File: config.mk
export PLATFORM = sky130hd
export DESIGN_NAME = c2v_symconv_pipe
export DESIGN_NICKNAME = d
export VERILOG_FILES = /design/src/rtl/c2v_symconv_pipe.sv
export SDC_FILE = /design/constraint.sdc
export NUM_CORES = 1
export LEC_CHECK = 0
export BUFFER_PORTS_ARGS = -buffer_cell sky130_fd_sc_hd__buf_4
export CAP_MARGIN = 10
export CORE_UTILIZATION = 53
export CTS_CLUSTER_DIAMETER = 150
export DETAILED_ROUTE_END_ITERATION = 10
export GPL_ROUTABILITY_DRIVEN = 0
export PLACE_DENSITY = 0.76
export SLEW_MARGIN = 20
export SYNTH_ARGS = -nofsm -noshare
export SYNTH_HDL_FRONTEND = slang
export SYNTH_SLANG_ARGS = --single-unit
File: constraint.sdc
create_clock -name sys_clk -period 1.4 [get_ports sys_clk]
set_input_delay 0 -clock sys_clk [delete_from_list [all_inputs] [get_ports sys_clk]]
set_output_delay 0 -clock sys_clk [all_outputs]
set_load 0.05 [all_outputs]
File: src/rtl/c2v_symconv_pipe.sv
// Two-stage valid/ready C2V sign-conversion pipe: per-row-group V2C sign store, sign XOR, magnitude pass-through.
// Optional C2V_SYMCONV_ZERO_CLR_EN: suppress negative zero and count affected output words on zero_clr_cnt_o.
module c2v_symconv_pipe #(
  parameter int unsigned MSG_WIDTH  = 4,
  parameter int unsigned LANE_NUM   = 8,
  parameter int unsigned SIGN_DEPTH = 16,
  parameter int unsigned ADDR_WIDTH = $clog2(SIGN_DEPTH)
) (
  input  logic                          sys_clk,
  input  logic                          rstn,
  input  logic                          sign_wr_en_i,
  input  logic [ADDR_WIDTH-1:0]         sign_wr_addr_i,
  input  logic [LANE_NUM-1:0]           sign_wr_data_i,
  input  logic                          c2v_valid_i,
  output logic                          c2v_ready_o,
  input  logic [ADDR_WIDTH-1:0]         c2v_addr_i,
  input  logic [LANE_NUM*MSG_WIDTH-1:0] c2v_msg_i,
  output logic                          conv_valid_o,
  input  logic                          conv_ready_i,
  output logic [LANE_NUM*MSG_WIDTH-1:0] conv_msg_o,
  output logic [ADDR_WIDTH-1:0]         conv_addr_o
`ifdef C2V_SYMCONV_ZERO_CLR_EN
  ,
  output logic [15:0]                   zero_clr_cnt_o
`endif
);

  localparam int unsigned DW = LANE_NUM * MSG_WIDTH;

  logic [LANE_NUM-1:0]   sign_q [SIGN_DEPTH];
  logic [LANE_NUM-1:0]   sign_d [SIGN_DEPTH];
  logic [LANE_NUM-1:0]   rd_sign;

  logic                  rdy_en_q;
  logic                  s1_load;
  logic                  s2_load;

  logic                  s1_valid_q, s1_valid_d;
  logic [DW-1:0]         s1_msg_q,   s1_msg_d;
  logic [ADDR_WIDTH-1:0] s1_addr_q,  s1_addr_d;
  logic [LANE_NUM-1:0]   s1_sign_q,  s1_sign_d;

  logic                  s2_valid_q, s2_valid_d;
  logic [DW-1:0]         s2_msg_q,   s2_msg_d;
  logic [ADDR_WIDTH-1:0] s2_addr_q,  s2_addr_d;

  logic [DW-1:0]         conv_word;
  logic                  sgn;

`ifdef C2V_SYMCONV_ZERO_CLR_EN
  logic                  zero_any;
  logic                  s2_zero_q, s2_zero_d;
  logic [15:0]           cnt_q, cnt_d;
`endif

  // Entries outside SIGN_DEPTH never match an address, so such writes drop and reads return 0.
  always_comb begin
    for (int unsigned e = 0; e < SIGN_DEPTH; e++) begin
      sign_d[e] = sign_q[e];
      if (sign_wr_en_i && (sign_wr_addr_i == ADDR_WIDTH'(e))) begin
        sign_d[e] = sign_wr_data_i;
      end
    end
  end

  // Reading the next-state array gives the write-first bypass on a same-cycle collision.
  always_comb begin
    rd_sign = '0;
    for (int unsigned e = 0; e < SIGN_DEPTH; e++) begin
      if (c2v_addr_i == ADDR_WIDTH'(e)) begin
        rd_sign = sign_d[e];
      end
    end
  end

  always_comb begin
    s2_load     = s1_valid_q & (~s2_valid_q | conv_ready_i);
    c2v_ready_o = rdy_en_q & (~s1_valid_q | s2_load);
    s1_load     = c2v_valid_i & c2v_ready_o;
  end

  always_comb begin
    conv_word = s1_msg_q;
    sgn       = 1'b0;
`ifdef C2V_SYMCONV_ZERO_CLR_EN
    zero_any  = 1'b0;
`endif
    for (int unsigned l = 0; l < LANE_NUM; l++) begin
      sgn = s1_sign_q[l] ^ s1_msg_q[l*MSG_WIDTH + MSG_WIDTH - 1];
`ifdef C2V_SYMCONV_ZERO_CLR_EN
      if (s1_msg_q[l*MSG_WIDTH +: MSG_WIDTH-1] == '0) begin
        sgn      = 1'b0;
        zero_any = 1'b1;
      end
`endif
      conv_word[l*MSG_WIDTH + MSG_WIDTH - 1] = sgn;
    end
  end

  always_comb begin
    s1_valid_d = s1_load | (s1_valid_q & ~s2_load);
    s1_msg_d   = s1_msg_q;
    s1_addr_d  = s1_addr_q;
    s1_sign_d  = s1_sign_q;
    if (s1_load) begin
      s1_msg_d  = c2v_msg_i;
      s1_addr_d = c2v_addr_i;
      s1_sign_d = rd_sign;
    end

    s2_valid_d = s2_load | (s2_valid_q & ~conv_ready_i);
    s2_msg_d   = s2_msg_q;
    s2_addr_d  = s2_addr_q;
    if (s2_load) begin
      s2_msg_d  = conv_word;
      s2_addr_d = s1_addr_q;
    end
  end

`ifdef C2V_SYMCONV_ZERO_CLR_EN
  always_comb begin
    s2_zero_d = s2_load ? zero_any : s2_zero_q;
    cnt_d     = cnt_q;
    if (s2_valid_q && conv_ready_i && s2_zero_q && (cnt_q != '1)) begin
      cnt_d = cnt_q + 16'd1;
    end
  end

  always_ff @(posedge sys_clk or negedge rstn) begin
    if (!rstn) begin
      s2_zero_q <= 1'b0;
      cnt_q     <= '0;
    end else begin
      s2_zero_q <= s2_zero_d;
      cnt_q     <= cnt_d;
    end
  end

  assign zero_clr_cnt_o = cnt_q;
`endif

  always_ff @(posedge sys_clk or negedge rstn) begin
    if (!rstn) begin
      for (int unsigned e = 0; e < SIGN_DEPTH; e++) begin
        sign_q[e] <= '0;
      end
      rdy_en_q   <= 1'b0;
      s1_valid_q <= 1'b0;
      s1_msg_q   <= '0;
      s1_addr_q  <= '0;
      s1_sign_q  <= '0;
      s2_valid_q <= 1'b0;
      s2_msg_q   <= '0;
      s2_addr_q  <= '0;
    end else begin
      for (int unsigned e = 0; e < SIGN_DEPTH; e++) begin
        sign_q[e] <= sign_d[e];
      end
      rdy_en_q   <= 1'b1;
      s1_valid_q <= s1_valid_d;
      s1_msg_q   <= s1_msg_d;
      s1_addr_q  <= s1_addr_d;
      s1_sign_q  <= s1_sign_d;
      s2_valid_q <= s2_valid_d;
      s2_msg_q   <= s2_msg_d;
      s2_addr_q  <= s2_addr_d;
    end
  end

  assign conv_valid_o = s2_valid_q;
  assign conv_msg_o   = s2_msg_q;
  assign conv_addr_o  = s2_addr_q;

endmodule

==> impl_metrics.csv, run 1 <==
group,metric,value,unit
outcome,outcome,"finished, violations left",
drt,avgRoutedWirePerCell,20.2,um
global_route,grt_busiest_layer,"met2",
global_route,grtUsageTotal,28.0,%
placed_design,dp_slack,-0.647,ns
drt,viasPerCell,5.79,
synth,synthFlopType,"dfrtp_1",
global_route,grt_util_met3,3.73,%
drt,drtAntennaViolNets,0,
die,rows,47,
critical_path,cp_cell_sequence,"mux2_2 -> a21o_1 -> a2111oi_4 -> a31oi_1 -> a211o_1",
die,die_w,133,um
power,peakVddDrop,0.000972,V
clock_tree,cts_num_sinks,211,
synth,syn_avg_cell_area,11.6,um^2
power,power_leakage,6.07,nW
clock_tree,clkSlewWorstSetupHoldPaths,0.07,ns
layout,nets,1086,
global_route,grt_pass1_wl,39000,um
critical_path,rr_worst_depth,5,
critical_path,slowest_delay,0.35,ns
min_path,min_path_type,"input port to register",
flow_run,drv_cap,0,
timing,worst_slack,-0.227,ns
critical_path,slowest_stage,"dfrtp_1",
synth,synth_warnings,0,
layout,drive_above_1_share,41.1,%
drt,via_count,7342,
drt,drc,0,
global_route,grt_pass1_vias,7578,
critical_path,criticalPathCategory,"register to register",
drt,first_pass_iters,5,
critical_path,cp_data_arrival_time,2.03,ns
placed_design,hpwl,15700,um
die,start_util,54.8,%
timing,finalMaxSlewViolations,0,
timing,setup_viol,7,
timing,slew_headroom,61.8,%
timing,hold_violations,0,
power,power.density,1500,mW/mm^2
synth,ys_seq_area_share,57.7,%
synth,yosysTopAreaCellShare,57.7,%
timing,tightestPinTransition,0.569,ns
die,die_h,133,um
clock_tree,clk_latency,0.52,ns
global_route,antenna_found_initial,0,
synth,synth_edf_count,0,
clock_tree,cts_buffer_depth,3,
layout,num-fill-cells,1028,
global_route,use_met1,38.1,%
critical_path,endpoint_kind,"register",
timing,period_needed,1.63,ns
drt,drt-initial-drc-count,521,
layout,area_growth,38.0,%
clock_tree,cts_tree,"done",
critical_path,required,1.80,ns
global_route,grt_max_degree,52,
outcome,failed_checks,"negative setup slack",
global_route,grt_use_met2,45.9,%
synth,ys_seq_elements,211,
die,pin_count,91,
synth,synth_top_area_cell,"dfrtp_1",
synth,ys_types,52,
drt,wirelength,25700,um
die,dieArea,0.0178,mm^2
timing,skew,0.0211,ns
min_path,holdPathStages,4,
critical_path,cp_max_fo,2,
global_route,overflow,0,
timing,fmax,615,MHz
synth,syn-cell-area,0.00916,mm^2
synth,async_flop_share,100,%
clock_tree,cts_max_level,1,
synth,synth_area_leaders,"dfrtp_1, mux2_2, nand2_1, mux2i_1, clkbuf_1",
critical_path,cp-start-kind,"register",
die,core-area,0.0167,mm^2
synth,syn_inst,787,
synth,syn_nets,840,
layout,postLayoutCoreUtil,75.7,%
clock_tree,root_buffer,"clkbuf_16",
timing,rsz0062_at_grt,"yes",
timing,min_period_over_period,116,%
clock_tree,numCtsBuffers,22,
placed_design,portBuffers,90,
-- synth_stat cells (all sizes together), types with 5 or more instances --
cell    instances
a21o            5
o22ai          18
nor3           10
and3            5
inv            16
mux2          134
nand3           5
a31oi           6
and2            8
xnor2           8
a21oi          16
nor2b           5
nand2b         10
a32o            5
nor2           21
mux2i          21
o211ai          8
nand2         160
clkbuf         38
o21ai          20
a22oi           6
dfrtp         211
-- cells in the final DEF, fill, tap and decap left out, types with 8 or more instances in the layout --
master         count
a21oi_1           11
buf_12            12
buf_4            192
clkbuf_16         23
dfrtp_1          210
dlygate4sd3_1     50
inv_1             16
mux2_2           113
mux2_4            21
mux2i_1           21
nand2_1          158
nor2_1            15
nor3_1             8
o211ai_1           8
o21ai_0           15
o22ai_1           15
xnor2_1            8
-- critical path, delay by kind of cell, from the launching register on --
kind           cells  cell delay (ns)
multiplexers       1             0.29
flip-flops         1             0.35
AO/OA/AOI/OAI      4             0.88
-- path summary, 6_finish.rpt --
| kind | endpoint | slack, ns | from |
|---|---|---|---|
| min in group asynchronous | sign_q[123]$_DFF_PN0_ | 0.52 | rstn |
| max | s1_sign_q[3]$_DFFE_PN0P_ | -0.23 | sign_q[107]$_DFF_PN0_ |
| min | sign_q[30]$_DFF_PN0_ | 0.04 | sign_wr_addr_i[1] |
| min reg2reg | s1_msg_q[12]$_DFFE_PN0P_ | 0.47 | s1_msg_q[12]$_DFFE_PN0P_ |
| max reg2reg | s1_sign_q[3]$_DFFE_PN0P_ | -0.23 | sign_q[107]$_DFF_PN0_ |
| max in group asynchronous | sign_q[90]$_DFF_PN0_ | 0.24 | rstn |
-- layout make-up --
type	count	area (um^2)	share of cell area (%)
Inverter	16	60.1	0.475
Tap cell	220	275	2.18
Antenna cell	1	2.50	0.0198
Sequential cell	211	5280	41.8
Multi-Input combinational cell	519	4030	31.8
Clock inverter	8	51.3	0.406
Timing Repair Buffer	263	2300	18.2
Clock buffer	31	644	5.10
-- power breakdown --
group | total [W] | switching (W) | internal, W
clock | 0.00563 | 0.00242 | 0.00321
combinational | 0.00527 | 0.00301 | 0.00226
sequential | 0.00812 | 0.000631 | 0.00749
-- timing repair --
action	4_1_cts	5_1_grt
hold buffers	50	0
buffers inserted	3	5
pin swaps	8	16
gates resized for setup	15	43
endpoints found under the setup margin	10	42
gates cloned	0	1
endpoints found under the hold margin	365	0
-- sequential cells by signal, indices dropped and copies added, names as in the netlist --
name,flops
s1_addr_q,4
conv_valid_o,1
conv_addr_o,4
conv_msg_o,32
s1_msg_q,32
s1_sign_q,8
sign_q,128
s1_valid_q,1
rdy_en_q,1
-- cells by family after synthesis --
| family | count (synthesis) | share of synthesized area [%] |
|---|---|---|
| AO/OA/AOI/OAI | 121 | 9.26 |
| XOR/XNOR | 8 | 0.765 |
| buffers and inverters | 57 | 2.36 |
| flip-flops | 211 | 57.7 |
| multiplexers | 155 | 18.8 |
| other | 1 | 0.0409 |
| AND/OR/NAND/NOR | 234 | 11.1 |
-- layer usage --
layer / vias up / share of wire [%]
met5: - / 0
met4: 0 / 3.2
met3: 66 / 5.4
met2: 276 / 49
met1: 3753 / 42
li1: 3247 / -
-- per-stage QoR --
| stage | power, W | std cells | TNS, ns | area, um^2 | hold WS (ns) |
|---|---|---|---|---|---|
| after global routing | 0.0197 | 1268 | -1.71 | 12600 | 0.0396 |
| after floorplan | 0.0112 | 787 | -2.03 | 9410 | -0.296 |
| after CTS | 0.0188 | 1263 | -0.765 | 12400 | 0.0156 |
| final | 0.0190 | 1269 | -0.934 | 12600 | 0.0357 |
| after detailed placement | 0.0130 | 1171 | -7.69 | 11100 | -0.0566 |
| after global placement | 0.0128 | 1171 | -6.50 | 11100 | -0.0556 |
Note: power is estimated with default switching activity, not from simulation.
==> run 2: changes to the inputs <==
--- a/config.mk
+++ b/config.mk
@@ -7,6 +7,7 @@
 export LEC_CHECK = 0
 export BUFFER_PORTS_ARGS = -buffer_cell sky130_fd_sc_hd__buf_4
 export CAP_MARGIN = 10
+export CORE_ASPECT_RATIO = 1.2
 export CORE_UTILIZATION = 53
 export CTS_CLUSTER_DIAMETER = 150
 export DETAILED_ROUTE_END_ITERATION = 10
==> run 2 against run 1 <==
Compared with the run above: the flow still finishes with violations (negative setup slack); non-clock buffer count grew 7; final area grew 0.62%; clock skew shrank 0.011 ns; critical path depth is the same; worst setup slack is essentially flat; sequential cell count is the same; register-to-register slack is essentially flat; die area is essentially flat; sequential share of layout area shrank 0.26 points; power is essentially flat; final cell count is essentially flat; clock power is essentially flat.
==> impl_metrics.csv, run 2 (synthesis results as in run 1) <==
group,metric,value,unit
layout,final_cell_mix,"dfrtp_1, buf_4, nand2_1",
drt,via_count,7227,
timing,finalMaxSlewViolations,0,
timing,hold_ws,0.000354,ns
layout,insertedDiodeCount,0,
power,peakVddDrop,0.00102,V
clock_tree,cts_num_sinks,211,
drt,avgRoutedWirePerCell,20.1,um
layout,largest_reg_flops,128,
placed_design,post_dp_cell_area,0.0110,mm^2
critical_path,r2r_start,"sign_q[46]$_DFF_PN0_",
layout,nets,1092,
global_route,grt_max_degree,47,
clock_tree,cts_max_level,1,
clock_tree,cts_tree,"done",
critical_path,required,1.78,ns
global_route,grt_pass1_vias,7590,
drt,first_pass_iters,5,
critical_path,cp_max_fo,2,
layout,num-fill-cells,1043,
die,dieArea,0.0178,mm^2
critical_path,slowest_stage,"dfrtp_1",
timing,period_needed,1.63,ns
layout,final_common_cell,"dfrtp_1",
layout,largest-register,"sign_q",
min_path,holdPathStages,5,
timing,skew,0.0105,ns
global_route,antenna_found_initial,0,
timing,rsz0062_at_grt,"yes",
layout,design_area,0.0127,mm^2
timing,min_period_over_period,116,%
placed_design,hpwl,16400,um
global_route,grt_pass1_wl,38900,um
die,die_h,146,um
clock_tree,clkSlewWorstSetupHoldPaths,0.07,ns
critical_path,cp_data_arrival_time,2.01,ns
outcome,outcome,"finished, violations left",
clock_tree,numCtsBuffers,21,
layout,area_growth,38.9,%
drt,drc,0,
timing,fmax,615,MHz
min_path,hold_end,"sign_q[3]$_DFF_PN0_",
critical_path,slowest_delay,0.38,ns
critical_path,endpoint_kind,"register",
layout,drive_above_1_share,41.8,%
critical_path,rr_worst_depth,5,
critical_path,rr_endpoint,"s1_sign_q[6]$_DFFE_PN0P_",
critical_path,cp-start-kind,"register",
timing,slew_headroom,64.7,%
clock_tree,cts_buffer_depth,3,
layout,final-instance-count-excl-fill,1270,
flow_run,drv_cap,0,
timing,hold_violations,0,
layout,multiInputGateArea,0.00410,mm^2
clock_tree,clk_latency,0.51,ns
min_path,worstHoldStart,"sign_wr_data_i[3]",
global_route,overflow,0,
min_path,min_path_type,"input port to register",
drt,viasPerCell,5.69,
timing,setup_viol,6,
clock_tree,root_buffer,"clkbuf_16",
die,rows,52,
critical_path,critical_path.top_delay_family,"compound AO/OA/AOI/OAI gates",
placed_design,dp.cells,1168,
layout,ff_latch_area,0.00528,mm^2
die,start_util,54.1,%
outcome,failed_checks,"negative setup slack",
drt,drtAntennaViolNets,0,
die,core-area,0.0169,mm^2
critical_path,cp_cell_sequence,"mux2_2 -> and2_4 -> a2111oi_4 -> a31oi_1 -> a211o_1",
critical_path,criticalPathCategory,"register to register",
die,die_w,122,um
power,power_leakage,6.11,nW
drt,wirelength,25600,um
power,power.density,1500,mW/mm^2
critical_path,ff2ff_setup_slack,-0.23,ns
global_route,grtUsageTotal,28.2,%
placed_design,portBuffers,90,
timing,worst_slack,-0.227,ns
critical_path,critPathBufInv,0,
die,pin_count,91,
timing,tightestPinTransition,0.528,ns
drt,drt-initial-drc-count,501,
[run 2: cell type report]
class,instances,area share [%]
Clock inverter,6,0.551
Multi-Input combinational cell,519,32.2
Tap cell,216,2.12
Clock buffer,32,4.93
Inverter,16,0.472
Timing Repair Buffer,270,18.2
Sequential cell,211,41.5
[run 2: stage by stage]
step	TNS [ns]	total power [W]	setup slack (ns)	utilization [%]
floorplan	-2.03	0.0112	-0.379	-
global placement	-6.30	0.0127	-0.567	65.2
detailed placement	-7.90	0.0130	-0.615	65.2
CTS	-0.614	0.0188	-0.216	73.2
global route	-1.16	0.0198	-0.285	75.2
finish	-0.823	0.0190	-0.227	75.2
[run 2: how the worst max path moves through the flow]
stage	start	end	slack (ns)	depth (start not counted)
after floorplan	sign_wr_addr_i[1]	s1_sign_q[3]$_DFFE_PN0P_	-0.38	7
after global placement	sign_wr_addr_i[1]	s1_sign_q[7]$_DFFE_PN0P_	-0.57	8
after detailed placement	sign_wr_addr_i[0]	s1_sign_q[6]$_DFFE_PN0P_	-0.62	8
after CTS	sign_q[119]$_DFF_PN0_	s1_sign_q[7]$_DFFE_PN0P_	-0.22	5
after global routing	sign_q[46]$_DFF_PN0_	s1_sign_q[6]$_DFFE_PN0P_	-0.28	5
final	sign_q[46]$_DFF_PN0_	s1_sign_q[6]$_DFFE_PN0P_	-0.23	5
[run 2: repair_timing]
item / 4_1_cts / 5_1_grt
pin swaps: 16 / 23
cloned: 0 / 0
hold endpoints to repair: 345 / 0
setup buffers: 2 / 8
hold buffers: 54 / 0
gates resized for setup: 24 / 59
endpoints found under the setup margin: 12 / 53
[run 2: tightest hold or removal path: stages]
cell,delay [ns]
buf_4,0.09
buf_4,0.11
mux2i_1,0.08
buf_4,0.14
inv_1,0.05
[run 2: layer usage]
metal  share of wire, %  global-route usage [%]  vias to the layer above
met1                 40                    35.1                     3611
met2                 51                    49.1                      286
met5                  0                       0                        -
met3                5.4                    4.15                       67
met4                3.5                    10.7                        0
li1                   -                       -                     3263
[run 2: where the power goes]
| group | internal (W) | total [W] | switching (W) |
|---|---|---|---|
| clock network | 0.00329 | 0.00563 | 0.00234 |
| registers | 0.00749 | 0.00812 | 0.000627 |
| logic | 0.00229 | 0.00528 | 0.00299 |
==> run 3: changes to the inputs <==
--- a/config.mk
+++ b/config.mk
@@ -8,11 +8,11 @@
 export BUFFER_PORTS_ARGS = -buffer_cell sky130_fd_sc_hd__buf_4
 export CAP_MARGIN = 10
 export CORE_ASPECT_RATIO = 1.2
-export CORE_UTILIZATION = 53
+export CORE_UTILIZATION = 59
 export CTS_CLUSTER_DIAMETER = 150
 export DETAILED_ROUTE_END_ITERATION = 10
 export GPL_ROUTABILITY_DRIVEN = 0
-export PLACE_DENSITY = 0.76
+export PLACE_DENSITY = 0.8
 export SLEW_MARGIN = 20
 export SYNTH_ARGS = -nofsm -noshare
 export SYNTH_HDL_FRONTEND = slang
==> constraint.sdc (replaced) <==
create_clock -name sys_clk -period 1.55 [get_ports sys_clk]
set_input_delay 0 -clock sys_clk [delete_from_list [all_inputs] [get_ports sys_clk]]
set_output_delay 0 -clock sys_clk [all_outputs]
set_load 0.05 [all_outputs]
==> run 3 against run 2 <==
Compared with the run above: the flow still finishes with violations (negative setup slack); sequential power shrank 9.1%; combinational power shrank 10%; final cell count shrank 2.1%; clock-buffer cell count is the same; critical path depth grew 4; power shrank 11%; largest cell class unchanged.
==> impl_metrics.csv, run 3 (synthesis results as in run 1) <==
group,metric,value,unit
outcome,outcome,"finished, violations left",
outcome,failed_checks,"negative setup slack",
critical_path,cp_max_fo,5,
critical_path,critPathBufInv,2,
global_route,use_met1,42.4,%
die,rows,49,
die,die_h,138,um
critical_path,slowest_stage,"mux2_2",
critical_path,cp_cell_sequence,"buf_4 -> nand3_1 -> buf_4 -> nor2_2 -> mux2_2 -> o21a_1 -> o211ai_1 -> a31oi_4 -> a211o_1",
global_route,grt_busiest_layer,"met2",
power,seqPwrFrac,43.5,%
layout,insertedDiodeCount,0,
clock_tree,clkSlewWorstSetupHoldPaths,0.06,ns
placed_design,hpwl,17100,um
timing,fmax,584,MHz
critical_path,rr_worst_depth,5,
placed_design,post_dp_cell_area,0.0109,mm^2
drt,via_count,7527,
critical_path,endpoint_kind,"register",
drt,first_pass_iters,5,
critical_path,crit_path_frequent_cell,"buf_4",
power,internal-power,0.0115,W
drt,drtAntennaViolNets,0,
critical_path,slowest_delay,0.40,ns
global_route,antenna_found_initial,0,
die,core-area,0.0151,mm^2
layout,final_cell_mix,"dfrtp_1, buf_4, nand2_1",
clock_tree,clk_latency,0.51,ns
flow_run,drv_cap,0,
clock_tree,cts_max_level,1,
timing,finalMaxSlewViolations,0,
critical_path,rr_endpoint,"s1_sign_q[3]$_DFFE_PN0P_",
power,power.density,1380,mW/mm^2
global_route,grtUsageTotal,35.2,%
global_route,grt_use_met2,60.1,%
critical_path,r2r_start,"sign_q[27]$_DFF_PN0_",
drt,drt-initial-drc-count,648,
power,swShare,32.5,%
die,dieArea,0.0160,mm^2
power,combPwrFrac,28.0,%
timing,slew_headroom,63.7,%
die,die_w,116,um
power,power_frac_clock,28.5,%
drt,avgRoutedWirePerCell,22.8,um
critical_path,cp-start-kind,"input port",
placed_design,portBuffers,90,
clock_tree,cts_num_sinks,211,
clock_tree,cts_tree,"done",
drt,wirelength,28300,um
critical_path,worstSetupEndpoint,"s1_sign_q[3]$_DFFE_PN0P_",
global_route,grt_pass1_wl,42800,um
min_path,min_path_type,"input port to register",
critical_path,criticalPathCategory,"input port to register",
global_route,overflow,0,
global_route,grt_pass1_vias,8067,
power,p_sw,0.00551,W
power,peakVddDrop,0.00139,V
critical_path,worst-path-stages,9,
layout,final-instance-count-excl-fill,1243,
clock_tree,cts_buffer_depth,3,
global_route,grt_max_degree,65,
layout,largest_reg_flops,128,
die,pin_count,91,
layout,design_area,0.0123,mm^2
timing,hold_violations,0,
global_route,grt_util_met3,6.40,%
clock_tree,root_buffer,"clkbuf_16",
layout,nets,1079,
drt,viasPerCell,6.06,
critical_path,ff2ff_setup_slack,-0.16,ns
layout,final_common_cell,"dfrtp_1",
critical_path,required,1.93,ns
timing,final.setup.tns,-0.426,ns
layout,drive_above_1_share,37.6,%
clock_tree,numCtsBuffers,21,
critical_path,cp_data_arrival_time,2.10,ns
timing,rsz0062_at_grt,"yes",
layout,area_growth,34.4,%
timing,skew,0.0149,ns
power,power_leakage,5.90,nW
timing,period_needed,1.71,ns
timing,worst_slack,-0.163,ns
drt,drc,0,
timing,tightestPinTransition,0.543,ns
layout,largest-register,"sign_q",
critical_path,critical_path.top_delay_family,"compound AO/OA/AOI/OAI gates",
timing,setup_viol,5,
placed_design,dp.cells,1146,
die,start_util,60.7,%
timing,min_period_over_period,111,%
critical_path,cp-startpoint,"sign_wr_addr_i[1]",
run 3: cell type report:
cell class / count / area (um^2)
flip-flops and latches: 211 / 5280
multi-input cells: 519 / 3880
fillers: 805 / 2770
repair buffers: 257 / 2200
clock buffers: 32 / 617
well taps: 204 / 255
inverters: 16 / 60.1
clock inverters: 4 / 23.8
run 3: worst reg2reg max path: cells and delay by family (launching register included):
| family | cells | cell delay [ns] |
|---|---|---|
| AO/OA/AOI/OAI | 4 | 0.95 |
| flip-flops | 1 | 0.36 |
| multiplexers | 1 | 0.28 |
run 3: metrics by stage:
step	setup slack [ns]	utilization [%]	power, W	hold slack [ns]
floorplan	-0.229	-	0.0100	-0.296
global placement	-0.524	72.2	0.0114	-0.0610
detailed placement	-0.597	72.2	0.0117	-0.0602
CTS	-0.143	80.6	0.0167	0.0157
global route	-0.176	81.6	0.0176	0.0406
finish	-0.163	81.6	0.0170	0.0310
run 3: worst min-delay path by stage:
stage / from / endpoint / slack [ns] / cells past startpoint
floorplan: rstn / conv_addr_o[0]$_DFFE_PN0P_ / -0.30 / 0
global placement: rstn / sign_q[112]$_DFF_PN0_ / -0.06 / 1
detailed placement: rstn / sign_q[112]$_DFF_PN0_ / -0.06 / 1
CTS: sign_wr_data_i[6] / sign_q[6]$_DFF_PN0_ / 0.02 / 4
global route: sign_wr_data_i[6] / sign_q[6]$_DFF_PN0_ / 0.04 / 4
finish: sign_wr_data_i[6] / sign_q[6]$_DFF_PN0_ / 0.03 / 4
run 3: repair_timing:
| action | in CTS | in global routing |
|---|---|---|
| hold buffers | 58 | 0 |
| setup buffers | 0 | 2 |
| endpoints found under the setup margin | 5 | 43 |
| gates cloned | 0 | 1 |
| pin swaps | 5 | 11 |
| gates resized for setup | 7 | 22 |
| endpoints found under the hold margin | 363 | 0 |
run 3: layer usage:
layer	vias to the layer above	share of wire (%)
met4	0	5.2
met3	129	6.8
met1	3739	37
li1	3231	-
met5	-	0
met2	428	51
run 3: power by group through the flow:
stage	clock, W	combinational (W)	sequential (W)
3_3_place_gp	0	0.00413	0.00729
6_report	0.00483	0.00475	0.00738
2_1_floorplan	0	0.00169	0.00832
4_1_cts	0.00483	0.00453	0.00731
5_1_grt	0.00512	0.00498	0.00746
3_5_place_dp	0	0.00429	0.00738
